<file path="src/rtl/fb_pkg.sv">
// Shared types and constants for the framebuffer pixel writer.
package fb_pkg;

    localparam int unsigned FB_ADDR_W  = 18;
    localparam int unsigned PIX_W      = 24;
    localparam int unsigned MEM_DATA_W = 12;
    localparam int unsigned ENTRY_W    = FB_ADDR_W + MEM_DATA_W;

    typedef enum logic [1:0] {
        ST_IDLE  = 2'd0,
        ST_REQ   = 2'd1,
        ST_WRITE = 2'd2
    } fb_state_e;

    typedef struct packed {
        logic [FB_ADDR_W-1:0]  addr;
        logic [MEM_DATA_W-1:0] data;
    } fb_entry_t;

    // RGB888 -> RGB444 by keeping the top nibble of each channel
    function automatic logic [MEM_DATA_W-1:0] rgb888_to_444(input logic [PIX_W-1:0] pix);
        return {pix[23:20], pix[15:12], pix[7:4]};
    endfunction

endpackage

</file>
<file path="src/rtl/fb_wr_fifo.sv">
// Small write buffer between the pixel assembler and the framebuffer port.
module fb_wr_fifo #(
    parameter int unsigned DEPTH = 4,
    parameter int unsigned WIDTH = 30
) (
    input  logic             clock,
    input  logic             reset,
    input  logic             push,
    input  logic [WIDTH-1:0] push_data,
    input  logic             pop,
    output logic [WIDTH-1:0] head_c,
    output logic             full,
    output logic             empty
);

    localparam int unsigned PTR_W = (DEPTH > 1) ? $clog2(DEPTH) : 1;
    localparam int unsigned CNT_W = PTR_W + 1;

    logic [WIDTH-1:0] mem [DEPTH];
    logic [PTR_W-1:0] wr_ptr;
    logic [PTR_W-1:0] rd_ptr;
    logic [CNT_W-1:0] count;
    logic [CNT_W-1:0] count_nxt;
    logic             do_push_c;
    logic             do_pop_c;

    // Qualify push/pop against the occupancy seen at the start of the cycle
    always_comb begin
        do_push_c = push && !full;
        do_pop_c  = pop && !empty;
        count_nxt = count + CNT_W'(do_push_c) - CNT_W'(do_pop_c);
    end

    assign head_c = mem[rd_ptr];

    // Pointers and occupancy; pointers wrap naturally since DEPTH is a power of two
    always_ff @(posedge clock) begin
        if (!reset) begin
            wr_ptr <= '0;
            rd_ptr <= '0;
            count  <= '0;
            full   <= 1'b0;
            empty  <= 1'b1;
        end else begin
            if (do_push_c) wr_ptr <= wr_ptr + PTR_W'(1);
            if (do_pop_c)  rd_ptr <= rd_ptr + PTR_W'(1);
            count <= count_nxt;
            full  <= (count_nxt == CNT_W'(DEPTH));
            empty <= (count_nxt == '0);
        end
    end

    // Storage array, no reset needed since occupancy gates every read
    always_ff @(posedge clock) begin
        if (do_push_c) mem[wr_ptr] <= push_data;
    end

endmodule

</file>
<file path="src/rtl/fb_pixel_writer.sv">
// Buffers incoming pixels, converts to RGB444 and writes them to the framebuffer.
module fb_pixel_writer
    import fb_pkg::*;
#(
    parameter int unsigned FRAME_PIXELS = 76800,
    parameter int unsigned FIFO_DEPTH   = 4
) (
    input  logic                  clock,
    input  logic                  reset,
    input  logic [PIX_W-1:0]      pixel_in,
    input  logic                  pixel_valid,
    input  logic [FB_ADDR_W-1:0]  pixel_addr,
    input  logic                  mem_grant,
    input  logic                  clear_flags,
    output logic                  mem_req,
    output logic                  mem_we,
    output logic [FB_ADDR_W-1:0]  mem_addr,
    output logic [MEM_DATA_W-1:0] mem_wdata,
    output logic                  frame_done,
    output logic [7:0]            frame_count,
    output logic                  overflow,
    output logic                  addr_err
);

    localparam int unsigned LIM_W = FB_ADDR_W + 1;
    localparam logic [LIM_W-1:0]     FRAME_LIMIT = LIM_W'(FRAME_PIXELS);
    localparam logic [FB_ADDR_W-1:0] LAST_ADDR   = FB_ADDR_W'(FRAME_PIXELS - 1);

    fb_state_e        state;
    fb_entry_t        push_entry_c;
    fb_entry_t        head_entry_c;
    logic [ENTRY_W-1:0] head_raw_c;
    logic             fifo_full;
    logic             fifo_empty;
    logic             addr_ok_c;
    logic             push_c;
    logic             pop_c;
    logic             ovf_evt_c;
    logic             aerr_evt_c;

    // Input qualification and pop decision
    always_comb begin
        addr_ok_c         = ({1'b0, pixel_addr} < FRAME_LIMIT);
        push_c            = pixel_valid && addr_ok_c && !fifo_full;
        ovf_evt_c         = pixel_valid && addr_ok_c && fifo_full;
        aerr_evt_c        = pixel_valid && !addr_ok_c;
        push_entry_c.addr = pixel_addr;
        push_entry_c.data = rgb888_to_444(pixel_in);
        head_entry_c      = head_raw_c;
        pop_c             = mem_grant &&
                            ((state == ST_REQ) || ((state == ST_WRITE) && !fifo_empty));
    end

    fb_wr_fifo #(
        .DEPTH (FIFO_DEPTH),
        .WIDTH (ENTRY_W)
    ) u_fifo (
        .clock     (clock),
        .reset     (reset),
        .push      (push_c),
        .push_data (push_entry_c),
        .pop       (pop_c),
        .head_c    (head_raw_c),
        .full      (fifo_full),
        .empty     (fifo_empty)
    );

    // Write-port FSM; the head is popped on the edge that enters or stays in WRITE
    always_ff @(posedge clock) begin
        if (!reset) begin
            state     <= ST_IDLE;
            mem_req   <= 1'b0;
            mem_we    <= 1'b0;
            mem_addr  <= '0;
            mem_wdata <= '0;
        end else begin
            mem_we <= pop_c;
            if (pop_c) begin
                mem_addr  <= head_entry_c.addr;
                mem_wdata <= head_entry_c.data;
            end
            unique case (state)
                ST_IDLE: begin
                    if (!fifo_empty) begin
                        state   <= ST_REQ;
                        mem_req <= 1'b1;
                    end
                end
                ST_REQ: begin
                    if (mem_grant) state <= ST_WRITE;
                end
                ST_WRITE: begin
                    if (fifo_empty) begin
                        state   <= ST_IDLE;
                        mem_req <= 1'b0;
                    end else if (!mem_grant) begin
                        state <= ST_REQ;
                    end
                end
                default: begin
                    state   <= ST_IDLE;
                    mem_req <= 1'b0;
                end
            endcase
        end
    end

    // End-of-frame pulse and frame counter follow the write of the last address
    always_ff @(posedge clock) begin
        if (!reset) begin
            frame_done  <= 1'b0;
            frame_count <= '0;
        end else begin
            frame_done <= mem_we && (mem_addr == LAST_ADDR);
            if (mem_we && (mem_addr == LAST_ADDR)) frame_count <= frame_count + 8'd1;
        end
    end

    // Sticky error flags; a new event wins over a clear in the same cycle
    always_ff @(posedge clock) begin
        if (!reset) begin
            overflow <= 1'b0;
            addr_err <= 1'b0;
        end else begin
            if (ovf_evt_c)        overflow <= 1'b1;
            else if (clear_flags) overflow <= 1'b0;
            if (aerr_evt_c)       addr_err <= 1'b1;
            else if (clear_flags) addr_err <= 1'b0;
        end
    end

endmodule
</file>
<file path="config.mk">
export PLATFORM = sky130hd
export DESIGN_NAME = fb_pixel_writer
export DESIGN_NICKNAME = d
export VERILOG_FILES = /design/src/rtl/fb_pkg.sv /design/src/rtl/fb_wr_fifo.sv /design/src/rtl/fb_pixel_writer.sv
export SDC_FILE = /design/constraint.sdc
export NUM_CORES = 1
export LEC_CHECK = 0
export BUFFER_PORTS_ARGS = -buffer_cell sky130_fd_sc_hd__buf_2
export CAP_MARGIN = 20
export CORE_MARGIN = 2
export CORE_UTILIZATION = 34
export DETAILED_ROUTE_END_ITERATION = 8
export SETUP_SLACK_MARGIN = 0.4
export SLEW_MARGIN = 40
export SYNTH_ARGS = -nofsm -noshare
export SYNTH_HDL_FRONTEND = slang
export SYNTH_SLANG_ARGS = --single-unit
</file>
<file path="constraint.sdc">
create_clock -name clock -period 3.18 [get_ports clock]
set_input_delay 0.477 -clock clock [delete_from_list [all_inputs] [get_ports clock]]
set_output_delay 0.477 -clock clock [all_outputs]
set_load 0.01 [all_outputs]
</file>
* Word-level counts from Yosys, hierarchy flattened
Memories as Yosys holds them, arrays and structs flattened. A register that Yosys moved wholly into a read port is not among the register bits.
Cells that the tools add are included.
** Word-level totals
- Register bits :: 24
- RAM bits :: 120
- Input port bits :: 47
- Output and inout port bits :: 43
- Memories kept :: 1
** Cells by class
- Add/subtract/negate cells :: 5
- Order comparisons :: 1
- Eq/ne operators :: 8
- Multiplexer cells :: 13
- Bitwise operators :: 1
- Reduce and logical (&&, ||, !) cells :: 20
** Memory list
- u_fifo.mem :: depth 4, bits a word 30, read ports 1, clocked after memory_dff 1, wr ports 1, line fb_wr_fifo.sv:19 : logic [WIDTH-1:0] mem [DEPTH];
** Operators with widths (count)
- $eq A18 B17 Y1 const B :: 1
- $lt A18 B17 Y1 const B :: 1
- $logic_and A1 B1 Y1 :: 9
- $add A8 B1 Y8 const B :: 1
- $mux W2 :: 4
- $mux W1 :: 7
- $pmux W2 S3 :: 1
- $reduce_and A3 Y1 :: 2
- $add A2 B1 Y2 const B :: 2
- $logic_not A1 Y1 :: 4
- $ne A2 B2 Y1 const B :: 2
- $reduce_bool A2 Y1 :: 2
- $add A3 B1 Y3 :: 1
- $eq A3 B3 Y1 const B :: 1
- $logic_not A3 Y1 :: 1
- $ne A3 B2 Y1 const B :: 1
- $pmux W1 S3 :: 1
- $sub A3 B1 Y3 :: 1
- $eq A2 B1 Y1 const B :: 1
- $eq A2 B2 Y1 const B :: 1
- $logic_not A2 Y1 :: 1
- $ne A2 B1 Y1 const B :: 1
- $logic_or A1 B1 Y1 :: 1
- $not A1 Y1 :: 1

* Longest topological paths before layout
- Depth after elaboration :: 7
- Depth in mapped cells :: 11
- Depth with buffers taken out :: 11

* Cells and area by module
Synthesis repeated with hierarchy kept, for this count alone.
** Second synthesis, totals
- Cell total of the unflattened synthesis :: 429
- Area, all modules :: 6632.6 µm²
** By module, submodules not included
- fb_wr_fifo :: times used 1, cells each 204, area an instance 4835.9 µm², sequential area each 3823.7 µm²
- fb_pixel_writer :: times used 1, cells each 225, area an instance 1796.7 µm², sequential area each 900.9 µm²

* Worst setup path before layout
OpenSTA, ideal clock, no wires.
- Path kind :: reg2reg
- From :: register state[1]
- To :: register u_fifo.full
- Setup time :: 0.080 ns
- Arrival :: 2.310 ns
- Setup slack :: 0.791 ns
- Cell stages (with the launch flop) :: 12
- Clock period less this slack :: 2.389 ns
- Cells stage by stage :: dfxtp_1 nor3b_1 o21ai_1 nor2_1 ha_1 inv_1 ha_1 fa_1 xor2_1 xnor2_1 and2_1 nor3b_1
** On the way
- Cells in the longest elaborated chain, start to end :: 7
- Elaborated cells on any way between the ends :: 8
** RTL lines
- from (decl) :: line fb_pixel_writer.sv:29 : fb_state_e state;
- from (signal assigned) :: line fb_pixel_writer.sv:71 : state <= ST_IDLE;
- from (signal assigned) :: line fb_pixel_writer.sv:85 : state <= ST_REQ;
- from (signal assigned) :: line fb_pixel_writer.sv:90 : if (mem_grant) state <= ST_WRITE;
- $eq A2 B2 Y1 :: line fb_pixel_writer.sv:51 : ((state == ST_REQ) || ((state == ST_WRITE) && !fifo_empty));
- $logic_and A1 B1 Y1 :: line fb_pixel_writer.sv:51
- $logic_or A1 B1 Y1 * :: line fb_pixel_writer.sv:51
- $logic_and A1 B1 Y1 * :: line fb_pixel_writer.sv:50 : pop_c = mem_grant &&
- $logic_and A1 B1 Y1 * :: line fb_wr_fifo.sv:30 : do_pop_c = pop && !empty;
- net u_fifo.do_pop_c :: line fb_wr_fifo.sv:25 : logic do_pop_c;
- $sub A3 B1 Y3 * :: line fb_wr_fifo.sv:31 : count_nxt = count + CNT_W'(do_push_c) - CNT_W'(do_pop_c);
- $eq A3 B3 Y1 * :: line fb_wr_fifo.sv:48 : full <= (count_nxt == CNT_W'(DEPTH));
- to (signal assigned) :: line fb_wr_fifo.sv:48
- to (decl) :: line fb_wr_fifo.sv:12 : output logic full,
Mark *: on every way through the listed nets, which the timed path passes. The rest lies on a longest branch.
A chain may end at the register's enable or synchronous reset.

* Worst setup path after layout
- From :: register state[0]
- To :: register u_fifo.full
The elaborated chain is that of the path after synthesis.

==> impl_results.md <==
- Status: completed
- Routed length per instance: 17.8 µm
- Post-synthesis cell count: 424
- Pre-CTS setup slack: 0.554 ns
- Final Util: 0.423
- Clk slew on worst S/H paths: 0.07 ns
- Overall die area: 20400 µm²
- Sequential Power Share: 0.493
- DR vias: 3778
- FMAX: 394 MHz
- Post-Syn Area: 6540 µm²
- CTS HTree Levels: 4
- Die width: 143 µm
- Post-synth ARST share: 0
- Predominant post-synthesis flop cell: edfxtp_1
- Leakage: 2.73 nW
- Max Cap Viol: 0
- # clock sinks: 174
- Critical Path Most Common Cell: ha_1
- Net switching power figure: 1.08 mW
- Total track usage: 0.140
- Detailed Routing Iterations Pass 1: 4
- Post-synthesis register bit count: 174
- Met3 wire length: 722 µm
- CP Launch Type: flip-flop
- Worst EP arrival: 2.87 ns
- FF-to-FF Start: state[0]
- Buffers on Ports: 77
- Sw Ratio: 0.212
- Vias in the first global route: 3907
- Drt initial violations: 290
- Slowest cell on the critical path: dfxtp_1
- GP Congestion: 0.805
- Critical-path cell list: nor2b_1, o21ai_4, nor2_1, ha_1, inv_1, ha_1, fa_1, xor2_1, xnor2_1, and2_1, nor3b_1
- Most common cell after layout, fill and taps aside: edfxtp_1
- Nets: 565
- Post-route cell area: 7940 µm²
- Clk_skew: 0.00702 ns
- Postcts setup bufs: 0
- ANT nets after route: 0
- Starting Density: 0.348
- Beginning of the worst hold path: pixel_addr[6]
- Final WS setup: 0.640 ns
- Post-CTS Hold Buffers: 0
- Mean Syn Cell Area: 15.4 µm²
- Fill count: 1704
- Final hold vios: 0
- CP Capture Type: flip-flop
- Clock network power share: 0.454
- WL final: 13500 µm
- Ys Warns: 0
- Register area share after synthesis: 0.717
- Final setup violation count: 0
- Power per cell area: 644 nW/µm²
- Post-Place Cells: 725
- Post-synth net total: 479
- Max IR drop VDD: 384 µV
- P_int: 4.03 mW
- Setup TNS: 0 ns
- Max Slew Vio Count: 0
- WP data required: 3.51 ns
- Post-Layout Cell Count: 759
- Setup crit start: state[0]
- CTS buffer count: 17
- DP Area: 7260 µm²
- Boundary pin count: 90
- Classification of the worst setup path: reg2reg
- DRC: 0
- P&R area growth vs syn: 21.4%
- Core ar.: 18800 µm²
- Post-synth EDFFs: 120
- CTS tree: built
- Crit path time final: 2.54 ns
- Layout cell share with drive strength beyond 1: 0.304
- RSZ-0062 raised after global routing: false
- Met2 Wirelength: 6520 µm
- Initial antenna violation count: 2
- Max-slew headroom: 0.491
- Slew @ Worst Pin: 0.764 ns
- Final period util: 0.799
- Count of different cell masters after synthesis: 40
- CTS root buf: clkbuf_16
- Total congestion overflow: 0
- Metal-1 WL: 6080 µm
- Top sig layer: met4
- Via-to-Cell Ratio: 4.98
- Slowest Stage Delay on Critical Path: 0.39 ns
- Die height: 143 µm
- First-pass GRT wire length: 21100 µm
- Row count: 50
- Clk Latency, worst-skew pair: 0.42 ns
- Maximum clock insertion buffer count: 2
- Detailed placement HPWL: 8710 µm
- Combinational share of power: 0.053
- Largest net degree at the start of global routing: 35
- Hold Path Class: in2reg
- CP max FO: 4
- Most frequent cells in the layout: 120 x edfxtp_1, 77 x buf_2, 69 x nand2_1
## final timing paths
kind / end / cells after the start / slack, ns
min reg2reg: mem_wdata[1] / 2 / 0.46
max reg2reg: u_fifo.full / 11 / 0.64
min: u_fifo.mem[0][18] / 1 / 0.26
max: u_fifo.full / 11 / 0.64
## power groups by stage
stage	clock [mW]	sequential, mW	combinational [mW]
3_3_place_gp	0	2.57	0.268
5_1_grt	2.46	2.53	0.305
2_1_floorplan	0	2.57	0.142
3_5_place_dp	0	2.57	0.276
4_1_cts	2.37	2.52	0.278
6_report	2.32	2.52	0.272
## sequential cells by signal, indices dropped and copies added, names as in the netlist
register	cells
state	2
u_fifo.mem	120
mem_req	1
mem_wdata	12
u_fifo.rd_ptr	2
frame_count	8
u_fifo.empty	1
u_fifo.full	1
u_fifo.wr_ptr	2
addr_err	1
u_fifo.count	3
frame_done	1
mem_addr	18
mem_we	1
overflow	1
## critical path: cells and delay by family (launching register included)
family,cells,cell delay (ns)
buf+inv,1,0.04
compound gates,1,0.09
xor+xnor,2,0.34
fa+ha+maj,3,0.72
simple gates,4,0.87
flops,1,0.39
## synth_stat cells, types with 3 or more instances
cell / number / area, µm²
mux4_2: 30 / 676
or4_1: 4 / 30.0
o21ai_0: 4 / 20.0
a21oi_1: 38 / 190
dfxtp_1: 54 / 1080
ha_1: 7 / 87.6
clkbuf_1: 14 / 52.6
nand2b_1: 4 / 25.0
buf_2: 4 / 20.0
inv_1: 11 / 41.3
mux2i_1: 3 / 30.0
nor3b_1: 4 / 30.0
o31ai_1: 5 / 37.5
and2_1: 9 / 56.3
nor2_1: 8 / 30.0
nand2_1: 69 / 259
nand4_1: 4 / 25.0
buf_1: 3 / 11.3
edfxtp_1: 120 / 3600
## timing repair
item | 4_1_cts | 5_1_grt
gates resized for setup | 0 | 1
hold endpoints to repair | 0 | 0
setup endpoints to repair | 0 | 1
## kinds of logic (layout without fill, tap and decap cells)
logic type	Yosys count	count (layout)	share of synthesized area
compound gates	58	58	0.0511
mux	33	33	0.108
buf+inv	33	132	0.0197
other cells	0	2	0
fa+ha+maj	8	8	0.0165
simple gates	115	115	0.0842
xor+xnor	3	3	0.00402
flops	174	174	0.717
## per-stage QoR
| stage | total power [mW] | hold WS [ns] |
|---|---|---|
| 6_report | 5.11 | 0.265 |
| 5_1_grt | 5.30 | 0.257 |
| 4_1_cts | 5.17 | 0.246 |
| 3_5_place_dp | 2.85 | 0.450 |
| 3_3_place_gp | 2.83 | 0.442 |
| 2_1_floorplan | 2.72 | 0.481 |
## routing by layer
layer	up-vias	GRT usage
met5	-	0
met2	89	0.232
li1	1771	-
met3	14	0.0439
met1	1904	0.172
met4	0	0.0490
## cell type report
cell class / count / area [µm²] / share of cell area
antenna: 2 / 5.00 / 0.000631
clock buffer: 19 / 443 / 0.0558
clock inverter: 13 / 221 / 0.0279
inverter: 12 / 45.0 / 0.00568
multi-input combinational: 217 / 1750 / 0.220
sequential: 174 / 4690 / 0.591
tap: 234 / 293 / 0.0369
timing repair buffer: 88 / 493 / 0.0621
(Power assumes the default switching activity.)
